File: src/rtl/counter_pkg.sv
// Constants shared by the counter family (up, down and future variants).
package counter_pkg;

    localparam int COUNTER_WIDTH = 4;

endpackage

File: src/rtl/tff_sync.sv
// Single-bit toggle flip-flop with synchronous reset and parallel load.
module tff_sync (
    input  logic clk,
    input  logic rst,
    input  logic t,
    input  logic ld,
    input  logic d,
    output logic q
);

    logic bit_d;
    logic bit_q;

    always_comb begin
        bit_d = bit_q;
        if (ld) begin
            bit_d = d;
        end else if (t) begin
            bit_d = ~bit_q;
        end
    end

    always_ff @(posedge clk) begin
        if (rst) begin
            bit_q <= 1'b0;
        end else begin
            bit_q <= bit_d;
        end
    end

    assign q = bit_q;

endmodule

File: src/rtl/up_counter.sv
// Loadable modulo-(lim+1) up counter built from toggle flops, with a
// combinational terminal count for cascading and a sticky wrap flag.
module up_counter
    import counter_pkg::*;
#(
    parameter int WIDTH = COUNTER_WIDTH
) (
    input  logic             clk,
    input  logic             rst,
    input  logic             en,
    input  logic             ld,
    input  logic [WIDTH-1:0] d,
    input  logic [WIDTH-1:0] lim,
    input  logic             ovf_clr,
    output logic [WIDTH-1:0] q,
    output logic             tc,
    output logic             ovf
);

    logic [WIDTH-1:0] cnt;
    logic [WIDTH-1:0] carry;
    logic [WIDTH-1:0] toggle;
    logic             wrap;
    logic             ovf_d;
    logic             ovf_q;

    // A wrap happens on exactly the edges where tc is high.
    assign wrap = en & ~ld & (cnt >= lim);
    assign tc   = wrap;

    assign carry[0] = 1'b1;

    genvar gi;
    generate
        for (gi = 1; gi < WIDTH; gi++) begin : g_carry
            assign carry[gi] = carry[gi-1] & cnt[gi-1];
        end

        for (gi = 0; gi < WIDTH; gi++) begin : g_bit
            // On a wrap every set bit toggles, clearing the whole count.
            assign toggle[gi] = wrap ? cnt[gi] : (en & carry[gi]);

            tff_sync u_tff (
                .clk (clk),
                .rst (rst),
                .t   (toggle[gi]),
                .ld  (ld),
                .d   (d[gi]),
                .q   (cnt[gi])
            );
        end
    endgenerate

    always_comb begin
        ovf_d = ovf_q;
        if (wrap) begin
            ovf_d = 1'b1;
        end else if (ovf_clr) begin
            ovf_d = 1'b0;
        end
    end

    always_ff @(posedge clk) begin
        if (rst) begin
            ovf_q <= 1'b0;
        end else begin
            ovf_q <= ovf_d;
        end
    end

    assign q   = cnt;
    assign ovf = ovf_q;

endmodule
File: config.mk
export PLATFORM = sky130hd
export DESIGN_NAME = up_counter
export DESIGN_NICKNAME = d
export VERILOG_FILES = /design/src/rtl/counter_pkg.sv /design/src/rtl/tff_sync.sv /design/src/rtl/up_counter.sv
export SDC_FILE = /design/constraint.sdc
export NUM_CORES = 1
export LEC_CHECK = 0
export CAP_MARGIN = 20
export CORE_AREA = 2 2 39 41
export CTS_CLUSTER_SIZE = 24
export DETAILED_ROUTE_END_ITERATION = 8
export DIE_AREA = 0 0 41 43
export DONT_BUFFER_PORTS = 1
export PLACE_DENSITY = 0.57
export REMOVE_ABC_BUFFERS = 1
export SLEW_MARGIN = 20
export SYNTH_ARGS = -nofsm -noshare
export SYNTH_HDL_FRONTEND = slang
export SYNTH_SLANG_ARGS = --single-unit
File: constraint.sdc
create_clock -name clk -period 3.1 [get_ports clk]
set_input_delay 0.31 -clock clk [delete_from_list [all_inputs] [get_ports clk]]
set_output_delay 0.31 -clock clk [all_outputs]
set_load 0.01 [all_outputs]
==> results of run 1 <==
[flip-flops by register name, indices dropped and copies added, names as in the netlist]
register and cells:
g_bit.u_tff.q 4, ovf 1
[worst reg2reg max path, cell delays in order, from the launching register on]
cell and delay [ns]:
dfxtp_1 0.47, inv_1 0.10, ha_1 0.29, nor2b_2 0.13, o21ai_2 0.09, a2111oi_4 0.35
a21oi_2 0.07, a2111oi_2 0.34
[synthesized netlist by cell type]
cell type,instances
xor2_1,1
a21oi_1,2
nor2_1,1
o21ai_2,1
nor2b_2,1
o311a_1,1
dfxtp_1,5
o21a_1,1
nor3_1,1
ha_1,4
a21oi_2,2
nor3_2,1
o2111a_1,1
nand4_1,1
a2111oi_2,1
nand2_1,4
nand3_1,2
o21ai_0,3
a2111oi_4,1
buf_4,4
a221oi_1,1
inv_1,8
nor2b_1,1
o22a_1,1
[layer usage]
metal  global-route usage (%)  wire, µm
met2                    13.44       343
met3                    5.236        96
met1                    13.64       366
met4                    10.00        23
met5                        0         0
[power groups by stage]
stage	clock, mW	combinational (mW)	sequential [mW]
finish	0.0785	0.0789	0.0990
global route	0.0859	0.0891	0.103
detailed placement	0	0.0796	0.101
floorplan	0	0.0695	0.0954
CTS	0.0821	0.0799	0.0998
global placement	0	0.0774	0.100
[per-stage QoR]
stage                     cells  total power, mW  cell area (µm²)
after floorplan              45           0.1649            394.1
after global placement       61           0.1775            414.1
after detailed placement     61           0.1807            414.1
after CTS                    65           0.2618            440.4
after global routing         65           0.2776            440.4
final                        65           0.2564            440.4
[cells by family after synthesis]
logic type      synth area share, %
compound gates                33.04
xor+xnor                      2.065
fa+ha+maj                     11.80
buf+inv                       14.16
flops                         23.60
simple gates                  15.34
[layout make-up]
cell class / instances / area (µm²) / share of cell area [%]
Multi-Input combinational cell: 32 / 264.0 / 59.94
Sequential cell: 5 / 100.1 / 22.73
Clock buffer: 4 / 26.28 / 5.966
Tap cell: 16 / 20.02 / 4.545
Inverter: 8 / 30.03 / 6.818
[worst min-delay path by stage]
stage,startpoint,to,slack (ns),depth (start not counted)
after floorplan,rst,g_bit[1].u_tff.q,0.39,1
after global placement,rst,g_bit[0].u_tff.q,0.39,1
after detailed placement,rst,g_bit[1].u_tff.q,0.39,1
after CTS,rst,g_bit[1].u_tff.q,0.12,1
after global routing,rst,g_bit[1].u_tff.q,0.12,1
final,rst,g_bit[1].u_tff.q,0.13,1
==> run metrics, run 1 <==
Setup crit end kind=output pin; CP startpoint kind=flip-flop; Sw Pwr=0.09575 mW; largest net degree at the start of global routing=8; Yosys reg bits=5; power share of the combinational group=between 30% and 40%; # nets final=67; CTS Buf Count=3; first-pass GRT wire length=1221 µm; dpl hpwl=approximately 670 µm; Slew HR=71.93%; Syn Area/Cell=8.656 µm²; Leak=0.1854 nW; critical path depth=6; RSZ-0062 raised after global routing=false; postcts setup bufs=0; vias=354; GRT overflow=0; GPL Wtd Cong=roughly 0.72; CP max stage delay=0.47 ns; GRT Resource Usage Total=between 10% and 20%; measured slew at the worst slew-check pin=0.4187 ns; core area=approximately 1400 µm²; Hold WS=0.1335 ns; dpl ws=~1.1 ns; Num Clock Sinks=5; I/O Pins=19; commonest non-fill, non-tap cell in the layout=inv_1; max-slew violation count=0; drt wl/cell=approximately 13 µm; Slowest-stage cell, CP=dfxtp_1; row count=14; synth warn=0; FF-to-FF Start=g_bit[0].u_tff.q; CTS resizes=0; synthesized area=424.2 µm²; share of cells above drive strength 1=20.41%; fillcell total=147; max-cap viol count=0; switching share of power=between 30% and 40%; final worst slack=just over 0.9 ns; crit path from=g_bit[0].u_tff.q; WL final=roughly 830 µm; share of power burned in registers=38.6%; required time of the critical path=2.79 ns; period utilization=70.21%; HP Class=input pin to flip-flop; via/cell ratio=5.446; Die W=around 41 µm; TNS Setup=0 ns; worst r2r path cells=7; reg2reg end=g_bit[1].u_tff.q; Critical Path, Cell by Cell=inv_1, ha_1, nor2b_2, o21ai_2, a21oi_1, nor3_2; H-Tree Depth=1; final hold vios=0; Root Driver=clkbuf_4; Period minus WS final=2.176 ns; sequential fraction of the synthesis area=23.60%; R2R Setup Slk=between 1 and 1.5 ns; cell internal pwr=0.1606 mW; crit path max fanout=6; f_max=459.5 MHz; vias in the first global route=between 300 and 400; critical path class=flip-flop to output pin; fin util=roughly a third; Skew-Pair Late Insertion Delay=0.24 ns; Worst Skew=0.0009502 ns; initial core utilization=a little under a third; chip height=43 µm; Worst VDD drop=0.1855 mV; antenna viol nets, final=0; CTS Buffer Depth=2; initial DRC count=10; Gate Count Post-Synth=49; Worst-path clk slew=0.05 ns; crit path capture=tc; CP Data Arrival Time=1.87 ns; synth top area cells=dfxtp_1, ha_1, buf_4, inv_1, a2111oi_4; initial antenna violation count=0; Area Growth Syn to Fin=3.835%; die area=approximately 1800 µm²; most frequent cells in the layout=inv_1, dfxtp_1, nand2_1, ha_1; top-area cell type share of the netlist area=23.60%; final setup fails=0; Top delay family on crit path=flip-flops; CTS hold repair buffers=0; Pwr Density=582.1 nW/µm²; Clock Power Share=30.6%; CTS tree=built; Netlist cell types=24; DRC=0; Buf/Inv on CP=1; buffers added on ports=0; 1st-pass router iterations=4; dominant cell type by area after synthesis=dfxtp_1; status=finished clean; antenna diode count=0
(Power assumes the default switching activity.)
==> run 2, diff against run 1 <==
PLACE_DENSITY = 0.58   (was 0.57)
clock period = 1.8 ns   (was 3.1 ns; I/O delays follow)
==> run 2 against run 1 <==
  * Die area unchanged
  * Clock-buffer cell count is the same
  * Clock power increased by 67%
  * Largest cell class unchanged
  * Highest routed layer is now met3
==> run metrics, run 2 (same netlist as run 1, synthesis figures left out) <==
f_max=585.9 MHz; Num Clock Sinks=5 (unchanged); Skew-Pair Late Insertion Delay=0.24 ns (about the same); Buf/Inv on CP=0 (-1); Slew HR=80.67% (+8.7 points); share of cells above drive strength 1=34.55% (+14 points); required time of the critical path=1.62 ns (-1.17 ns); Period minus WS final=1.707 ns; Root Driver=clkbuf_4; largest net degree at the start of global routing=8 (unchanged); H-Tree Depth=1 (unchanged); 1st-pass router iterations=4 (unchanged); CP max stage delay=0.33 ns (-0.14 ns); antenna viol nets, final=0 (unchanged); WL final=911 µm (+9.9%); row count=14 (unchanged); # nets final=73 (+9.0%); Area Growth Syn to Fin=24.78%; Tot Pwr=0.5272 mW (+110%); final hold vios=0 (unchanged); dpl ws=0.07099 ns (-1.077 ns); initial core utilization=30.65% (unchanged); GPL Wtd Cong=0.7230 (about the same); final setup fails=0 (unchanged); worst r2r path cells=7 (unchanged); vias=361 (+2.0%); critical path class=flip-flop to output pin; buffers added on ports=0 (unchanged); measured slew at the worst slew-check pin=0.2891 ns (-0.1296 ns); Pwr Density=996.2 nW/µm² (+71%); Setup crit end kind=output pin; max-slew violation count=0 (unchanged); Slowest-stage cell, CP=dfxtp_1; most frequent cells in the layout=inv_1, buf_4, dfxtp_1; status=finished clean; HP Class=input pin to flip-flop; CP startpoint kind=flip-flop; die area=1763 µm² (unchanged); critical path depth=5 (-1); max-cap viol count=0 (unchanged); Final Instance Area=529.3 µm² (+20%); antenna diode count=0 (unchanged); Worst VDD drop=0.3650 mV (+97%); CTS Buffer Depth=2 (unchanged); DRC=0 (unchanged); Leak=0.2213 nW (+19%); commonest non-fill, non-tap cell in the layout=inv_1; CTS Buf Count=3 (unchanged); CP Data Arrival Time=1.53 ns (-0.34 ns); chip height=43 µm (unchanged); Hold WS=0.008961 ns (-0.1245 ns); first-pass GRT wire length=1462 µm (+20%); RSZ-0062 raised after global routing=false; Critical Path, Cell by Cell=ha_4, nand2_2, o21ai_4, a21oi_4, nor3_4; dpl hpwl=756 µm (+13%); Worst-path clk slew=0.04 ns (about the same); period utilization=94.82%; CTS tree=built; Area after DPL=444.2 µm² (+7.3%); hold path cells=1 (unchanged); final worst slack=0.09324 ns (-0.8304 ns); initial DRC count=5 (-5); GRT overflow=0 (unchanged); crit path max fanout=4 (-2); I/O Pins=19 (unchanged); Worst Skew=0.0009124 ns (-0.00003783 ns); fin util=38.25% (+6.4 points); vias in the first global route=371 (+18%); GRT Resource Usage Total=12.29% (+1.2 points); max reg flops=4 (unchanged); Top delay family on crit path=simple AND/OR/NAND/NOR gates; via/cell ratio=5.085 (-6.6%); initial antenna violation count=0 (unchanged); core area=1384 µm² (unchanged); Die W=41 µm (unchanged); drt wl/cell=12.83 µm (+0.60%)
-- run 2: cell types whose count changed in the layout (fill, tap and decap cells not counted), sizes merged --
cell	before	now
buf	0	5
dlygate4sd3	0	1
-- run 2: stage by stage --
stage	setup TNS [ns]	instances
after floorplan	-0.006131	45
after global placement	0	65
after detailed placement	0	65
after CTS	0	69
after global routing	0	71
final	0	71
-- run 2: worst paths after layout --
path / from / slack (ns) / end
max: g_bit[2].u_tff.q / 0.09 / tc
min reg2reg: g_bit[0].u_tff.q / 0.54 / g_bit[0].u_tff.q
min: rst / 0.009 / g_bit[1].u_tff.q
max reg2reg: g_bit[2].u_tff.q / 0.10 / g_bit[3].u_tff.q
-- run 2: power by group --
part           internal (mW)  switching (mW)  total [mW]  leakage (nW)
Combinational          0.115           0.135       0.250         0.165
Clock                 0.0839          0.0467       0.131        0.0150
Sequential             0.133          0.0140       0.147        0.0417
-- run 2: layout make-up --
cell class,count,area (µm²)
inverters,8,30.03
well taps,16,20.02
clock buffers,4,26.28
multi-input cells,32,304.0
repair buffers,6,47.55
fillers,156,854.6
flip-flops and latches,5,101.3
-- run 2: metal layers --
layer / track usage, % / part of all wire (%) / up-vias
met4: 6.000 / 0 / 0
met2: 16.88 / 44 / 15
li1: - / - / 185
met5: 0 / 0 / -
met3: 7.853 / 12 / 0
met1: 14.29 / 44 / 161
-- run 2: what timing repair did --
item | 4_1_cts | 5_1_grt
pin swaps | 0 | 6
hold endpoints to repair | 0 | 1
hold buffers | 0 | 1
setup endpoints to repair | 1 | 2
gates resized for setup | 2 | 5
buffers inserted | 0 | 1
